`src/rtl/booth_controller.sv`:
```
// Control FSM for a radix-2 Booth multiplier datapath (A:Q:Q-1 shifter, M register, iteration counter).
// Define BOOTH_CYCLE_CNT_EN to add the cycle_cnt[7:0] busy-cycle counter output.
module booth_controller #(
  parameter int unsigned DATA_WIDTH = 16
) (
  input  logic       clk,
  input  logic       rst_n,
  input  logic       start,
  input  logic       op_valid,
  input  logic       abort,
  input  logic       eqz,
  input  logic       q0,
  input  logic       qm1,
  output logic       loadA,
  output logic       clearA,
  output logic       shiftA,
  output logic       loadQ,
  output logic       clearQ,
  output logic       shiftQ,
  output logic       loadM,
  output logic       clearM,
  output logic       clearff,
  output logic       addSub,
  output logic       clearCounter,
  output logic       decr,
  output logic       count_en,
  output logic       op_req,
  output logic       busy,
  output logic       done
`ifdef BOOTH_CYCLE_CNT_EN
  ,
  output logic [7:0] cycle_cnt
`endif
);

  localparam int unsigned StateW = 3;
  localparam int unsigned CntW   = 8;

  typedef enum logic [StateW-1:0] {
    IDLE  = 3'd0,
    INIT  = 3'd1,
    LDM   = 3'd2,
    LDQ   = 3'd3,
    CHECK = 3'd4,
    ARITH = 3'd5,
    SHIFT = 3'd6,
    DONE  = 3'd7
  } state_e;

  // The datapath counter is reloaded with DATA_WIDTH; zero iterations would make no sense.
  if (DATA_WIDTH < 1) begin : g_width_check
    $error("booth_controller: DATA_WIDTH must be at least 1");
  end

  state_e state_q, state_d;
  logic   dir_q, dir_d;
  logic   aborting_c;

`ifdef BOOTH_CYCLE_CNT_EN
  logic [CntW-1:0] cnt_q, cnt_d;
  assign cycle_cnt = cnt_q;
`endif

  assign aborting_c = abort && (state_q != IDLE);

  // State and direction registers
  always_ff @(posedge clk or negedge rst_n) begin
    if (!rst_n) begin
      state_q <= IDLE;
      dir_q   <= 1'b0;
`ifdef BOOTH_CYCLE_CNT_EN
      cnt_q   <= '0;
`endif
    end else begin
      state_q <= state_d;
      dir_q   <= dir_d;
`ifdef BOOTH_CYCLE_CNT_EN
      cnt_q   <= cnt_d;
`endif
    end
  end

  // Next-state logic; abort outranks every other transition once busy
  always_comb begin
    state_d = state_q;
    dir_d   = dir_q;
    if (aborting_c) begin
      state_d = IDLE;
    end else begin
      case (state_q)
        IDLE:  if (start) state_d = INIT;
        INIT:  state_d = LDM;
        LDM:   if (op_valid) state_d = LDQ;
        LDQ:   if (op_valid) state_d = CHECK;
        CHECK: begin
          if (eqz) begin
            state_d = DONE;
          end else if (q0 ^ qm1) begin
            state_d = ARITH;
            dir_d   = q0;  // 10 -> subtract, 01 -> add
          end else begin
            state_d = SHIFT;
          end
        end
        ARITH: state_d = SHIFT;
        SHIFT: state_d = CHECK;
        DONE:  state_d = IDLE;
        default: state_d = IDLE;
      endcase
    end

`ifdef BOOTH_CYCLE_CNT_EN
    // Loading 1 on entry to INIT makes the value seen in DONE equal the start-to-done latency
    cnt_d = cnt_q;
    if (state_q == IDLE) begin
      if (start) cnt_d = CntW'(1);
    end else if (state_q != DONE) begin
      cnt_d = (cnt_q == {CntW{1'b1}}) ? cnt_q : cnt_q + CntW'(1);
    end
`endif
  end

  // Output decode from registered state; only the operand loads look at op_valid
  always_comb begin
    loadA        = 1'b0;
    clearA       = 1'b0;
    shiftA       = 1'b0;
    loadQ        = 1'b0;
    clearQ       = 1'b0;
    shiftQ       = 1'b0;
    loadM        = 1'b0;
    clearM       = 1'b0;
    clearff      = 1'b0;
    addSub       = 1'b0;
    clearCounter = 1'b0;
    decr         = 1'b0;
    count_en     = 1'b0;
    op_req       = 1'b0;
    busy         = (state_q != IDLE);
    done         = 1'b0;
    if (aborting_c) begin
      clearA       = 1'b1;
      clearQ       = 1'b1;
      clearff      = 1'b1;
      clearCounter = 1'b1;
    end else begin
      case (state_q)
        INIT: begin
          clearA       = 1'b1;
          clearQ       = 1'b1;
          clearM       = 1'b1;
          clearff      = 1'b1;
          clearCounter = 1'b1;
        end
        LDM: begin
          op_req = 1'b1;
          loadM  = op_valid;
        end
        LDQ: begin
          op_req = 1'b1;
          loadQ  = op_valid;
        end
        ARITH: begin
          loadA  = 1'b1;
          addSub = dir_q;
        end
        SHIFT: begin
          shiftA   = 1'b1;
          shiftQ   = 1'b1;
          decr     = 1'b1;
          count_en = 1'b1;
        end
        DONE:    done = 1'b1;
        default: ;
      endcase
    end
  end

endmodule

```
`config.mk`:
```
export PLATFORM = sky130hd
export DESIGN_NAME = booth_controller
export DESIGN_NICKNAME = d
export VERILOG_FILES = /design/src/rtl/booth_controller.sv
export SDC_FILE = /design/constraint.sdc
export NUM_CORES = 1
export LEC_CHECK = 0
export ABC_CLOCK_PERIOD_IN_PS = 3300
export CORE_AREA = 2 2 39 41
export CTS_CLUSTER_SIZE = 24
export DETAILED_ROUTE_END_ITERATION = 16
export DIE_AREA = 0 0 41 43
export GPL_TIMING_DRIVEN = 1
export PLACE_DENSITY = 0.77
export SKIP_LAST_GASP = 1
export SYNTH_ARGS = -nofsm -noshare
export SYNTH_HDL_FRONTEND = slang
export SYNTH_SLANG_ARGS = --single-unit
```
`constraint.sdc`:
```
create_clock -name clk -period 3.3 [get_ports clk]
set_clock_uncertainty 0.1 [all_clocks]
set_input_delay 0.495 -clock clk [delete_from_list [all_inputs] [get_ports clk]]
set_output_delay 0.495 -clock clk [all_outputs]
set_load 0.05 [all_outputs]
```
After elaboration in Yosys (flattened, before gate mapping):

Cells that the tools add are included.

* register bits: 4
* bits in latches: 0
* RAM bits: 0
* bits in read-only memories: 0
* input port bits: 8
* output and inout port bits: 16
* logic and storage cells: 45
* memories kept: 0

* $add $sub $neg: 0
* multipliers: 0
* divide/modulo/power cells: 0
* $lt $le $gt $ge: 0
* equal/unequal tests: 10
* shift operators: 0
* muxes and demuxes: 24
* bitwise gates (word level): 3
* reduce and logical (&&, ||, !) cells: 6

Operators with widths (count)
* 3-bit case mux with 8 select lines: 1
* 1-bit 2-to-1 mux: 17
* 3-bit == test, second input constant: 4
* 3-bit 2-to-1 mux: 4
* 3-bit != test, second input constant: 3
* 3-bit by 2-bit == test with 1-bit output, second input constant: 2
* 2-bit 2-to-1 mux: 2
* 4-bit AND reduction: 1
* 3-bit by 1-bit == test with 1-bit output, second input constant: 1
* 3-bit zero test: 1
* 3-bit AND reduction: 1
* 3-bit nonzero test: 1
* 1-bit NOT: 2
* 2-bit OR reduction: 1
* 1-bit logical AND: 1
* 1-bit bitwise XOR: 1

Logic depth before layout (Yosys ltp):

Gate-level depths: netlist (run 1).

* word-level depth: 5
* depth in mapped cells: 4
* gate-level depth less buffers: 3

Worst setup path after synthesis (run 1):

Ideal clock, no wire load.

* kind: input port to output port
* start: in abort
* end: out decr
* arrival time: 2.484 ns
* data required time: 2.705 ns
* setup slack: 0.221 ns
* stages on the path: 4
* path buffers: 2
* path through: buf_6 nand2b_1 nor3b_1 buf_4

* word-level cells in the longest chain between the ends: 2

RTL lines
* start: declaration: RTL line 10 `input logic abort,`
* 1-bit logical AND: RTL line 64 `assign aborting_c = abort && (state_q != IDLE);`
* 1-bit 2-to-1 mux
* end: declaration: RTL line 25 `output logic decr,`

No other way between the ends.

Worst setup path in the final report (run 1):

* start: in abort
* end: out loadM

* word-level cells in the longest chain between the ends: 2

RTL lines
* 1-bit logical AND: RTL line 64
* 1-bit 2-to-1 mux: RTL line 141 `if (aborting_c) begin`
* end: declaration: RTL line 20 `output logic loadM,`

No other way between the ends.

==> results of run 1 <==
## layout make-up
class	instances	area (sq um)
timing repair buffer	23	218
sequential	4	100
fill	151	785
clock buffer	3	22.5
multi-input combinational	31	239
tap	16	20.0
## cells by family (layout without fill, tap and decap cells)
| kind of cell | count (synthesis) | count (layout) | share of synthesized area, % |
|---|---|---|---|
| buffers and inverters | 10 | 26 | 17.1 |
| flip-flops | 4 | 4 | 24.5 |
| XOR/XNOR | 1 | 1 | 2.14 |
| AO/OA/AOI/OAI | 7 | 7 | 11.9 |
| AND/OR/NAND/NOR | 20 | 20 | 36.4 |
| multiplexers | 3 | 3 | 7.95 |
## stage by stage
step                      power (W)  instance area [sq um]  std cells  worst slack (ns)  hold WS [ns]
after global placement     0.000433                    577         74             0.388         0.369
after global routing       0.000520                    599         77             0.252         0.373
final                      0.000494                    599         77             0.354         0.361
after floorplan            0.000364                    409         45             0.221        0.0994
after CTS                  0.000499                    599         77             0.344         0.363
after detailed placement   0.000436                    577         74             0.357         0.372
## metal layers
metal	wire (microns)	track usage [%]	vias up
li1	-	-	184
met1	366	14.7	174
met2	418	16.9	9
met3	40	3.14	4
met4	24	8.00	0
met5	0	0	-
## report_power, final
group	switching [W]	internal, W	total (W)
combinational	0.000212	0.000118	0.000330
clock	0.0000200	0.0000407	0.0000607
sequential	0.0000402	0.0000627	0.000103
total	0.000272	0.000221	0.000494
## flip-flops by register name, indices dropped and copies added (netlist names)
register / flops
dir_q: 1
state_q: 3
## path summary, 6_finish.rpt
check / start / endpoint / slack (ns) / cells after the start
max: abort / loadM / 0.35 / 5
min: rst_n / dir_q / 0.36 / 1
max reg2reg: state_q[2] / dir_q / 1.71 / 3
min reg2reg: dir_q / dir_q / 0.38 / 1
max in group asynchronous: rst_n / state_q[2] / 2.57 / 1
min in group clk: dir_q / dir_q / 0.38 / 1
## cell usage after synthesis (2+ instances only)
cell | instances | share of area (%)
a21oi_1 | 2 | 2.4
and3_1 | 3 | 4.6
buf_2 | 2 | 2.4
buf_4 | 6 | 11
dfrtp_1 | 4 | 24
nand2_1 | 2 | 1.8
nor2_1 | 5 | 4.6
## worst max-delay path, delay by kind of cell
family | cells | cell delay (ns)
and+or+nand+nor | 3 | 0.48
buffers and inverters | 2 | 1.38
==> qor.yml, run 1 <==
power_density_mw_per_mm2: 824
cp_max_fo: 8
cts-root-buf: "clkbuf_4"
syn_inst: 45
die_w_microns: 41
clock_latency_ns: 0.24
p_leak_nw: 0.245
synth_fp_nets: 53
clkTransAtPathRegs_ns: 0.04
cts_sinks: 4
fin_crit_sh_pct: 89.3
rsz0062_at_grt: "false"
postCtsSetupBuffers: 0
dieArea_sq_mm: 0.00176
drc: 0
cp_cell_sequence: "clkdlybuf4s50_1 > nor3b_2 > nand2_1 > nor2_1 > clkdlybuf4s50_1"
numCtsBuffers: 3
antenna_found_initial: 0
drt-pass1-iter-count: 4
drtIter0Drc: 5
start_kind: "primary input"
grt_pass1_vias: 308
std_cell_rows: 14
start_util_pct: 29.6
final_cell_mix: "18 x clkdlybuf4s50_1, 5 x nor2_1, 5 x buf_4, 4 x dfrtp_1"
worst_ep_arrival_time_ns: 2.35
ys_warn_count: 0
fin_tns_setup_ns: 0
cap_violations: 0
wirelength_microns: 849
synth-edff-count: 0
cts_resized: 0
hpwl_microns: 633
cts_max_level: 1
grt_max_degree: 15
vias: 371
drv_slew: 0
critPathSlowestCell: "clkdlybuf4s50_1"
avgSynthCellArea_sq_um: 9.09
yosys_register_bits: 4
slowest_delay_ns: 0.81
grt_overflow: 0
synthArstFlopShare_pct: 100
hold_viol: 0
area_growth_syn_to_layout_pct: 46.5
ant_nets: 0
utilization_pct: 43.3
grt_pass1_wl_mm: 1.37
final_common_cell: "clkdlybuf4s50_1"
clockBufferDepth: 2
diodes: 0
ios: 24
cts_hold_buf: 0
core_sq_mm: 0.00138
worst_slew_pin_slew_ns: 0.501
end_kind: "output pin"
setup_viol: 0
synthesis.area_sq_um: 409
cts_tree: "yes"
nNetsFinal: 71
min_period_ns: 2.95
place.gp.congestion: 0.753
cp_common_cell: "clkdlybuf4s50_1"
required_ns: 2.70
run_status: "finished, final reports clean"
drive_above_1_share_pct: 19.7
hp-class: "primary input to async pin"
synth_ff_type: "dfrtp_1"
synth_cell_types: 28
ir_drop_v: 0.000653
track_usage_pct: 11.8
die_h_microns: 43
portBuffers: 23
fmax_ghz: 0.339
ys_seq_area_share_pct: 24.5
relSlewSlack_pct: 66.5
path_class: "primary input to output pin"
via_per_inst: 4.82
wl_per_cell_microns: 11.0
(Power assumes the default switching activity.)
==> inputs of run 2 (changes only) <==
--- a/config.mk
+++ b/config.mk
@@ -6,6 +6,7 @@
 export NUM_CORES = 1
 export LEC_CHECK = 0
 export ABC_CLOCK_PERIOD_IN_PS = 3300
+export CAP_MARGIN = 20
 export CORE_AREA = 2 2 39 41
 export CTS_CLUSTER_SIZE = 24
 export DETAILED_ROUTE_END_ITERATION = 16
==> results of run 2 <==
No change in the layout: final DEF, timing and power equal those of run 1.
